File: src/rtl/axi_lite_pkg.sv
// ============================================================================
// Module      : axi_lite_pkg
// Description : Shared definitions for the command-driven AXI4-Lite master:
//               FSM state encoding, AXI response codes, address LSB index.
// Revision    : 1.0 - initial release
// ============================================================================
`default_nettype none

package axi_lite_pkg;

    // Master sequencer states
    typedef enum logic [2:0] {
        ST_IDLE    = 3'd0,
        ST_WR      = 3'd1,
        ST_WR_RESP = 3'd2,
        ST_RD_ADDR = 3'd3,
        ST_RD_DATA = 3'd4,
        ST_RSP     = 3'd5
    } state_e;

    localparam logic [1:0] RESP_OKAY   = 2'b00;
    localparam logic [1:0] RESP_SLVERR = 2'b10;
    localparam logic [1:0] RESP_DECERR = 2'b11;

    // Registers are 32-bit, so byte address bits [1:0] select a byte lane
    localparam int ADDR_LSB = 2;

endpackage

`default_nettype wire

File: src/rtl/axi4_lite_m_cmd.sv
// ============================================================================
// Module      : axi4_lite_m_cmd
// Description : Command-driven AXI4-Lite master. Accepts one read or write
//               command at a time, runs a single-beat AXI4-Lite transaction
//               and returns read data / response code on a valid/ready
//               response channel. One transaction outstanding at most.
// Optional    : `define TIMEOUT_EN adds a watchdog; after C_TIMEOUT_CYCLES
//               clocks in a waiting state the transaction is abandoned and a
//               SLVERR response is returned.
// Ports       : M_AXI_ACLK / M_AXI_ARESET (async, active-high)
//               i_cmd_*  : command channel (valid/ready, rw, addr, wdata, wstrb)
//               o_rsp_*  : response channel (valid/ready, rdata, resp)
//               o_busy   : transaction in progress
//               M_AXI_*  : AXI4-Lite master interface
// Revision    : 1.0 - initial release
// ============================================================================
`default_nettype none

module axi4_lite_m_cmd
    import axi_lite_pkg::*;
#(
    parameter int C_M_AXI_DATA_WIDTH = 32,
    parameter int C_M_AXI_ADDR_WIDTH = 9,
    parameter int C_TIMEOUT_CYCLES   = 1024
) (
    input  logic                            M_AXI_ACLK,
    input  logic                            M_AXI_ARESET,
    // command channel
    input  logic                            i_cmd_valid,
    output logic                            o_cmd_ready,
    input  logic                            i_cmd_rw,
    input  logic [C_M_AXI_ADDR_WIDTH-1:0]   i_cmd_addr,
    input  logic [C_M_AXI_DATA_WIDTH-1:0]   i_cmd_wdata,
    input  logic [C_M_AXI_DATA_WIDTH/8-1:0] i_cmd_wstrb,
    // response channel
    output logic                            o_rsp_valid,
    input  logic                            i_rsp_ready,
    output logic [C_M_AXI_DATA_WIDTH-1:0]   o_rsp_rdata,
    output logic [1:0]                      o_rsp_resp,
    output logic                            o_busy,
    // AXI4-Lite write address
    output logic [C_M_AXI_ADDR_WIDTH-1:0]   M_AXI_AWADDR,
    output logic [2:0]                      M_AXI_AWPROT,
    output logic                            M_AXI_AWVALID,
    input  logic                            M_AXI_AWREADY,
    // AXI4-Lite write data
    output logic [C_M_AXI_DATA_WIDTH-1:0]   M_AXI_WDATA,
    output logic [C_M_AXI_DATA_WIDTH/8-1:0] M_AXI_WSTRB,
    output logic                            M_AXI_WVALID,
    input  logic                            M_AXI_WREADY,
    // AXI4-Lite write response
    input  logic [1:0]                      M_AXI_BRESP,
    input  logic                            M_AXI_BVALID,
    output logic                            M_AXI_BREADY,
    // AXI4-Lite read address
    output logic [C_M_AXI_ADDR_WIDTH-1:0]   M_AXI_ARADDR,
    output logic [2:0]                      M_AXI_ARPROT,
    output logic                            M_AXI_ARVALID,
    input  logic                            M_AXI_ARREADY,
    // AXI4-Lite read data
    input  logic [C_M_AXI_DATA_WIDTH-1:0]   M_AXI_RDATA,
    input  logic [1:0]                      M_AXI_RRESP,
    input  logic                            M_AXI_RVALID,
    output logic                            M_AXI_RREADY
);

    localparam int DW = C_M_AXI_DATA_WIDTH;
    localparam int AW = C_M_AXI_ADDR_WIDTH;
    localparam int SW = C_M_AXI_DATA_WIDTH / 8;

    state_e          state_q,   state_d;
    logic [AW-1:0]   awaddr_q,  awaddr_d;
    logic [AW-1:0]   araddr_q,  araddr_d;
    logic [DW-1:0]   wdata_q,   wdata_d;
    logic [SW-1:0]   wstrb_q,   wstrb_d;
    logic            awvalid_q, awvalid_d;
    logic            wvalid_q,  wvalid_d;
    logic            bready_q,  bready_d;
    logic            arvalid_q, arvalid_d;
    logic            rready_q,  rready_d;
    logic            rsp_valid_q, rsp_valid_d;
    logic [DW-1:0]   rdata_q,   rdata_d;
    logic [1:0]      resp_q,    resp_d;

    // A channel counts as done once its VALID is already low or handshakes now
    logic            aw_done, w_done;

`ifdef TIMEOUT_EN
    localparam int CNT_W = $clog2(C_TIMEOUT_CYCLES + 1);
    logic [CNT_W-1:0] cnt_q, cnt_d;
    logic             waiting;
    logic             timeout;
`endif

    // ------------------------------------------------------------------------
    // State and output registers
    // ------------------------------------------------------------------------
    always_ff @(posedge M_AXI_ACLK or posedge M_AXI_ARESET) begin
        if (M_AXI_ARESET) begin
            state_q     <= ST_IDLE;
            awaddr_q    <= '0;
            araddr_q    <= '0;
            wdata_q     <= '0;
            wstrb_q     <= '0;
            awvalid_q   <= 1'b0;
            wvalid_q    <= 1'b0;
            bready_q    <= 1'b0;
            arvalid_q   <= 1'b0;
            rready_q    <= 1'b0;
            rsp_valid_q <= 1'b0;
            rdata_q     <= '0;
            resp_q      <= RESP_OKAY;
`ifdef TIMEOUT_EN
            cnt_q       <= '0;
`endif
        end else begin
            state_q     <= state_d;
            awaddr_q    <= awaddr_d;
            araddr_q    <= araddr_d;
            wdata_q     <= wdata_d;
            wstrb_q     <= wstrb_d;
            awvalid_q   <= awvalid_d;
            wvalid_q    <= wvalid_d;
            bready_q    <= bready_d;
            arvalid_q   <= arvalid_d;
            rready_q    <= rready_d;
            rsp_valid_q <= rsp_valid_d;
            rdata_q     <= rdata_d;
            resp_q      <= resp_d;
`ifdef TIMEOUT_EN
            cnt_q       <= cnt_d;
`endif
        end
    end

    // ------------------------------------------------------------------------
    // Next-state and output logic
    // ------------------------------------------------------------------------
    always_comb begin
        state_d     = state_q;
        awaddr_d    = awaddr_q;
        araddr_d    = araddr_q;
        wdata_d     = wdata_q;
        wstrb_d     = wstrb_q;
        awvalid_d   = awvalid_q;
        wvalid_d    = wvalid_q;
        bready_d    = bready_q;
        arvalid_d   = arvalid_q;
        rready_d    = rready_q;
        rsp_valid_d = rsp_valid_q;
        rdata_d     = rdata_q;
        resp_d      = resp_q;

        aw_done = !awvalid_q || M_AXI_AWREADY;
        w_done  = !wvalid_q  || M_AXI_WREADY;

        case (state_q)
            ST_IDLE: begin
                if (i_cmd_valid) begin
                    if (i_cmd_rw) begin
                        araddr_d  = i_cmd_addr;
                        arvalid_d = 1'b1;
                        state_d   = ST_RD_ADDR;
                    end else begin
                        awaddr_d  = i_cmd_addr;
                        wdata_d   = i_cmd_wdata;
                        wstrb_d   = i_cmd_wstrb;
                        awvalid_d = 1'b1;
                        wvalid_d  = 1'b1;
                        state_d   = ST_WR;
                    end
                end
            end
            ST_WR: begin
                // AW and W complete independently, in either order
                if (awvalid_q && M_AXI_AWREADY) awvalid_d = 1'b0;
                if (wvalid_q  && M_AXI_WREADY)  wvalid_d  = 1'b0;
                if (aw_done && w_done) begin
                    bready_d = 1'b1;
                    state_d  = ST_WR_RESP;
                end
            end
            ST_WR_RESP: begin
                if (M_AXI_BVALID && bready_q) begin
                    resp_d      = M_AXI_BRESP;
                    rdata_d     = '0;
                    bready_d    = 1'b0;
                    rsp_valid_d = 1'b1;
                    state_d     = ST_RSP;
                end
            end
            ST_RD_ADDR: begin
                if (arvalid_q && M_AXI_ARREADY) begin
                    arvalid_d = 1'b0;
                    rready_d  = 1'b1;
                    state_d   = ST_RD_DATA;
                end
            end
            ST_RD_DATA: begin
                if (M_AXI_RVALID && rready_q) begin
                    rdata_d     = M_AXI_RDATA;
                    resp_d      = M_AXI_RRESP;
                    rready_d    = 1'b0;
                    rsp_valid_d = 1'b1;
                    state_d     = ST_RSP;
                end
            end
            ST_RSP: begin
                if (i_rsp_ready) begin
                    rsp_valid_d = 1'b0;
                    state_d     = ST_IDLE;
                end
            end
            default: begin
                state_d = ST_IDLE;
            end
        endcase

`ifdef TIMEOUT_EN
        // Watchdog overrides any handshake landing in the expiry cycle; the
        // slave is left mid-transaction on purpose to recover the master.
        waiting = (state_q == ST_WR) || (state_q == ST_WR_RESP) ||
                  (state_q == ST_RD_ADDR) || (state_q == ST_RD_DATA);
        timeout = waiting && (cnt_q == CNT_W'(C_TIMEOUT_CYCLES - 1));
        if (timeout) begin
            awvalid_d   = 1'b0;
            wvalid_d    = 1'b0;
            bready_d    = 1'b0;
            arvalid_d   = 1'b0;
            rready_d    = 1'b0;
            resp_d      = RESP_SLVERR;
            rdata_d     = '0;
            rsp_valid_d = 1'b1;
            state_d     = ST_RSP;
        end
        if (state_d != state_q) begin
            cnt_d = '0;
        end else if (waiting) begin
            cnt_d = cnt_q + 1'b1;
        end else begin
            cnt_d = cnt_q;
        end
`endif
    end

    assign o_cmd_ready   = (state_q == ST_IDLE);
    assign o_busy        = (state_q != ST_IDLE);
    assign o_rsp_valid   = rsp_valid_q;
    assign o_rsp_rdata   = rdata_q;
    assign o_rsp_resp    = resp_q;

    assign M_AXI_AWADDR  = awaddr_q;
    assign M_AXI_AWPROT  = 3'b000;
    assign M_AXI_AWVALID = awvalid_q;
    assign M_AXI_WDATA   = wdata_q;
    assign M_AXI_WSTRB   = wstrb_q;
    assign M_AXI_WVALID  = wvalid_q;
    assign M_AXI_BREADY  = bready_q;
    assign M_AXI_ARADDR  = araddr_q;
    assign M_AXI_ARPROT  = 3'b000;
    assign M_AXI_ARVALID = arvalid_q;
    assign M_AXI_RREADY  = rready_q;

endmodule

`default_nettype wire

File: config.mk
export PLATFORM = sky130hd
export DESIGN_NAME = axi4_lite_m_cmd
export DESIGN_NICKNAME = d
export VERILOG_FILES = /design/src/rtl/axi_lite_pkg.sv /design/src/rtl/axi4_lite_m_cmd.sv
export SDC_FILE = /design/constraint.sdc
export NUM_CORES = 1
export LEC_CHECK = 0
export CORE_AREA = 4 4 110 112
export DETAILED_ROUTE_END_ITERATION = 8
export DIE_AREA = 0 0 114 116
export PLACE_DENSITY = 0.77
export SETUP_SLACK_MARGIN = 0.5
export SYNTH_ARGS = -nofsm -noshare
export SYNTH_HDL_FRONTEND = slang
export SYNTH_SLANG_ARGS = --single-unit
export TNS_END_PERCENT = 30
File: constraint.sdc
create_clock -name M_AXI_ACLK -period 3.2 [get_ports M_AXI_ACLK]
set_input_delay 0.64 -clock M_AXI_ACLK [delete_from_list [all_inputs] [get_ports M_AXI_ACLK]]
set_output_delay 0.64 -clock M_AXI_ACLK [all_outputs]
set_load 0.005 [all_outputs]
==> results.md <==
- CP Class: register to primary output
- Total grt overflow: 0
- First-pass GRT wire length: 15800 µm
- CP required: 2.56 ns
- Commonest cells after routing, fill and taps aside: 186 x clkdlybuf4s50_1, 97 x dfrtp_1, 32 x a22o_1
- Pwr Density: 840 nW/µm²
- Leakage: 0.00263 µW
- Register area share after synthesis: 0.606
- YS warnings: 0
- Setup Viol. Count Final: 0
- Die width: 114 µm
- Fmax: 407 MHz
- Die H: 116 µm
- DR vias: 2885
- Sw Pwr: 1460 µW
- Mapped cell area: 4000 µm²
- Slew Limit Fails: 0
- CORE AREA: 11200 µm²
- Setup crit end kind: primary output
- Clock Skew: 0.00752 ns
- Top cells by area, synth: dfrtp_1 61%, mux2_4 7.5%, mux2_2 7.3%
- Die area: 13200 µm²
- Most common cell after layout, fill and taps aside: clkdlybuf4s50_1
- Highest-delay cell along the critical path: dfrtp_1
- # rows: 39
- Clk_lat worst skew: 0.33 ns
- Clock power frac: 0.190
- Top_reg_cell synth: dfrtp_1
- Post-route setup slack: 0.742 ns
- Ys async rst share: 1.00
- Top cell type's share of synthesized area: 0.606
- Area delta synth->final: 54.7%
- Critical Path AT: 1.82 ns
- Setup TNS: 0 ns
- Top delay family on crit path: flip-flops
- Combinational Power Share: 0.410
- Post-route cell area: 6190 µm²
- CTS Root Cell: clkbuf_16
- Worst setup path start: state_q[0]
- Reg2reg end: o_rsp_rdata[14]
- CTS buffer count: 9
- Initial Utilization: 0.357
- Total chip power: 5200 µW
- Initial antenna violation count: 0
- Post-route insts no fill: 602
- WL per Instance: 16.7 µm
- DR iter-0 viols: 144
- FF+latch count, synth: 97
- WP depth: 2
- Count of cell types in the netlist: 45
- Post-route ant nets: 0
- Post-synth EDFFs: 0
- Number of vias per cell: 4.79
- CTS Sinks: 97
- Mean post-synth cell area: 14.8 µm²
- Setup Fix Bufs, Post-CTS: 0
- R2R cell count: 4
- Final WL: 10000 µm
- Dpl cells: 586
- Relative slew slack: 0.239
- VDD IR-drop max: 0.387 mV
- DP Area: 5920 µm²
- I/O Buffers: 186
- Least-Margin Pin Slew: 1.14 ns
- Setup crit start kind: register
- DRC errors left: 0
- Antenna cell count: 0
- CP endpoint: o_cmd_ready
- Status: finished clean
- HPWL after detailed placement: 7430 µm
- Fillers: 966
- Final period utilization: 0.768
- Sw Share: 0.280
- Worst path bufs/invs: 1
- Reg power frac: 0.399
- Number of global-route vias before repair: 3031
- Tmin final: 2.46 ns
- CTS tree: done
- H-tree lvl count: 3
- Clock slew at reported path FFs: 0.07 ns
- Post-cts sizing count: 0
- Launch point of the worst reg-to-reg path: state_q[1]
- Fin nets: 545
- Crit-path max FO: 18
- I/O pins: 193
- Drt pass-1 iters: 4
- Flop2flop setup slack: 0.87 ns
- Crit-path max cell delay: 0.59 ns
- Crit path cell chain: nor3_4 -> clkdlybuf4s50_1
- Pint: 3740 µW
- Final Hold Viols: 0
- Dpl ws: 0.716 ns
- Top cell type by total area after synthesis: dfrtp_1
- Gate Count Post-Synth: 271
- GRT Total Usage: 0.150
- Hold_buf cts: 0
- Share of cells above drive strength 1: 0.155
- RSZ-0062 raised after global routing: false
- Largest net degree at the start of global routing: 51
- Max-cap violations: 0
- RePlAce Congestion: 0.819
- Max clock buf depth: 2
- Worst hold-check path type: register to register
==> synthesized netlist by cell type, drive strengths merged, types with 3 or more instances <==
cell	n
a21oi	6
a22o	32
buf	22
dfrtp	97
inv	3
mux2	54
nand2	9
nand2b	5
nor2	6
nor2b	4
nor3	4
o21ai	4
==> metrics by stage <==
stage	util	hold slack (ns)
2_1_floorplan	-	0.478
3_3_place_gp	0.527	0.467
3_5_place_dp	0.527	0.475
4_1_cts	0.552	0.489
5_1_grt	0.552	0.511
6_report	0.552	0.484
==> routing by layer <==
layer / vias up / GRT usage / share of wire
met1: 1395 / 0.188 / 0.41
li1: 1341 / - / -
met5: - / 0 / 0
met4: 0 / 0.0570 / 0.019
met2: 134 / 0.237 / 0.47
met3: 15 / 0.0585 / 0.11
==> worst min-delay path by stage <==
stage,start,endpoint,cells past startpoint,slack [ns]
6_report,M_AXI_WDATA[5],M_AXI_WDATA[5],1,0.48
5_1_grt,M_AXI_WDATA[5],M_AXI_WDATA[5],1,0.51
4_1_cts,M_AXI_WDATA[5],M_AXI_WDATA[5],1,0.49
3_5_place_dp,M_AXI_WSTRB[2],M_AXI_WSTRB[2],1,0.48
3_3_place_gp,M_AXI_WDATA[4],M_AXI_WDATA[4],1,0.47
2_1_floorplan,o_rsp_resp[0],o_rsp_resp[0],2,0.48
==> kinds of logic (layout without fill, tap and decap cells) <==
group | after synthesis | count (layout) | synth area share
other | 1 | 6 | 0.000937
buffers and inverters | 26 | 209 | 0.0538
flip-flops | 97 | 97 | 0.606
multiplexers | 56 | 56 | 0.176
AO/OA/AOI/OAI | 54 | 54 | 0.107
AND/OR/NAND/NOR | 37 | 37 | 0.0563
==> state kept, by name, summed over array words and instances (netlist names) <==
| name | flops |
|---|---|
| o_rsp_valid | 1 |
| o_rsp_rdata | 32 |
| M_AXI_BREADY | 1 |
| M_AXI_AWADDR | 9 |
| M_AXI_ARVALID | 1 |
| o_rsp_resp | 2 |
| M_AXI_WVALID | 1 |
| M_AXI_WDATA | 32 |
| M_AXI_WSTRB | 4 |
| M_AXI_ARADDR | 9 |
| M_AXI_AWVALID | 1 |
| state_q | 3 |
| M_AXI_RREADY | 1 |
==> area by class of cell <==
cell class / count / area [µm²] / area share
Inverter: 3 / 15.0 / 0.00243
Sequential cell: 97 / 2430 / 0.392
Clock inverter: 5 / 41.3 / 0.00667
Tap cell: 143 / 179 / 0.0289
Timing Repair Buffer: 190 / 1920 / 0.310
Clock buffer: 11 / 233 / 0.0376
Multi-Input combinational cell: 153 / 1380 / 0.223
==> power by group through the flow <==
stage	registers [µW]	clock network, µW	logic (µW)
finish	2080	989	2130
global route	2150	1080	2310
CTS	2080	1020	2180
detailed placement	2100	0	2160
global placement	2070	0	2110
floorplan	2050	0	927
(Power assumes the default switching activity.)
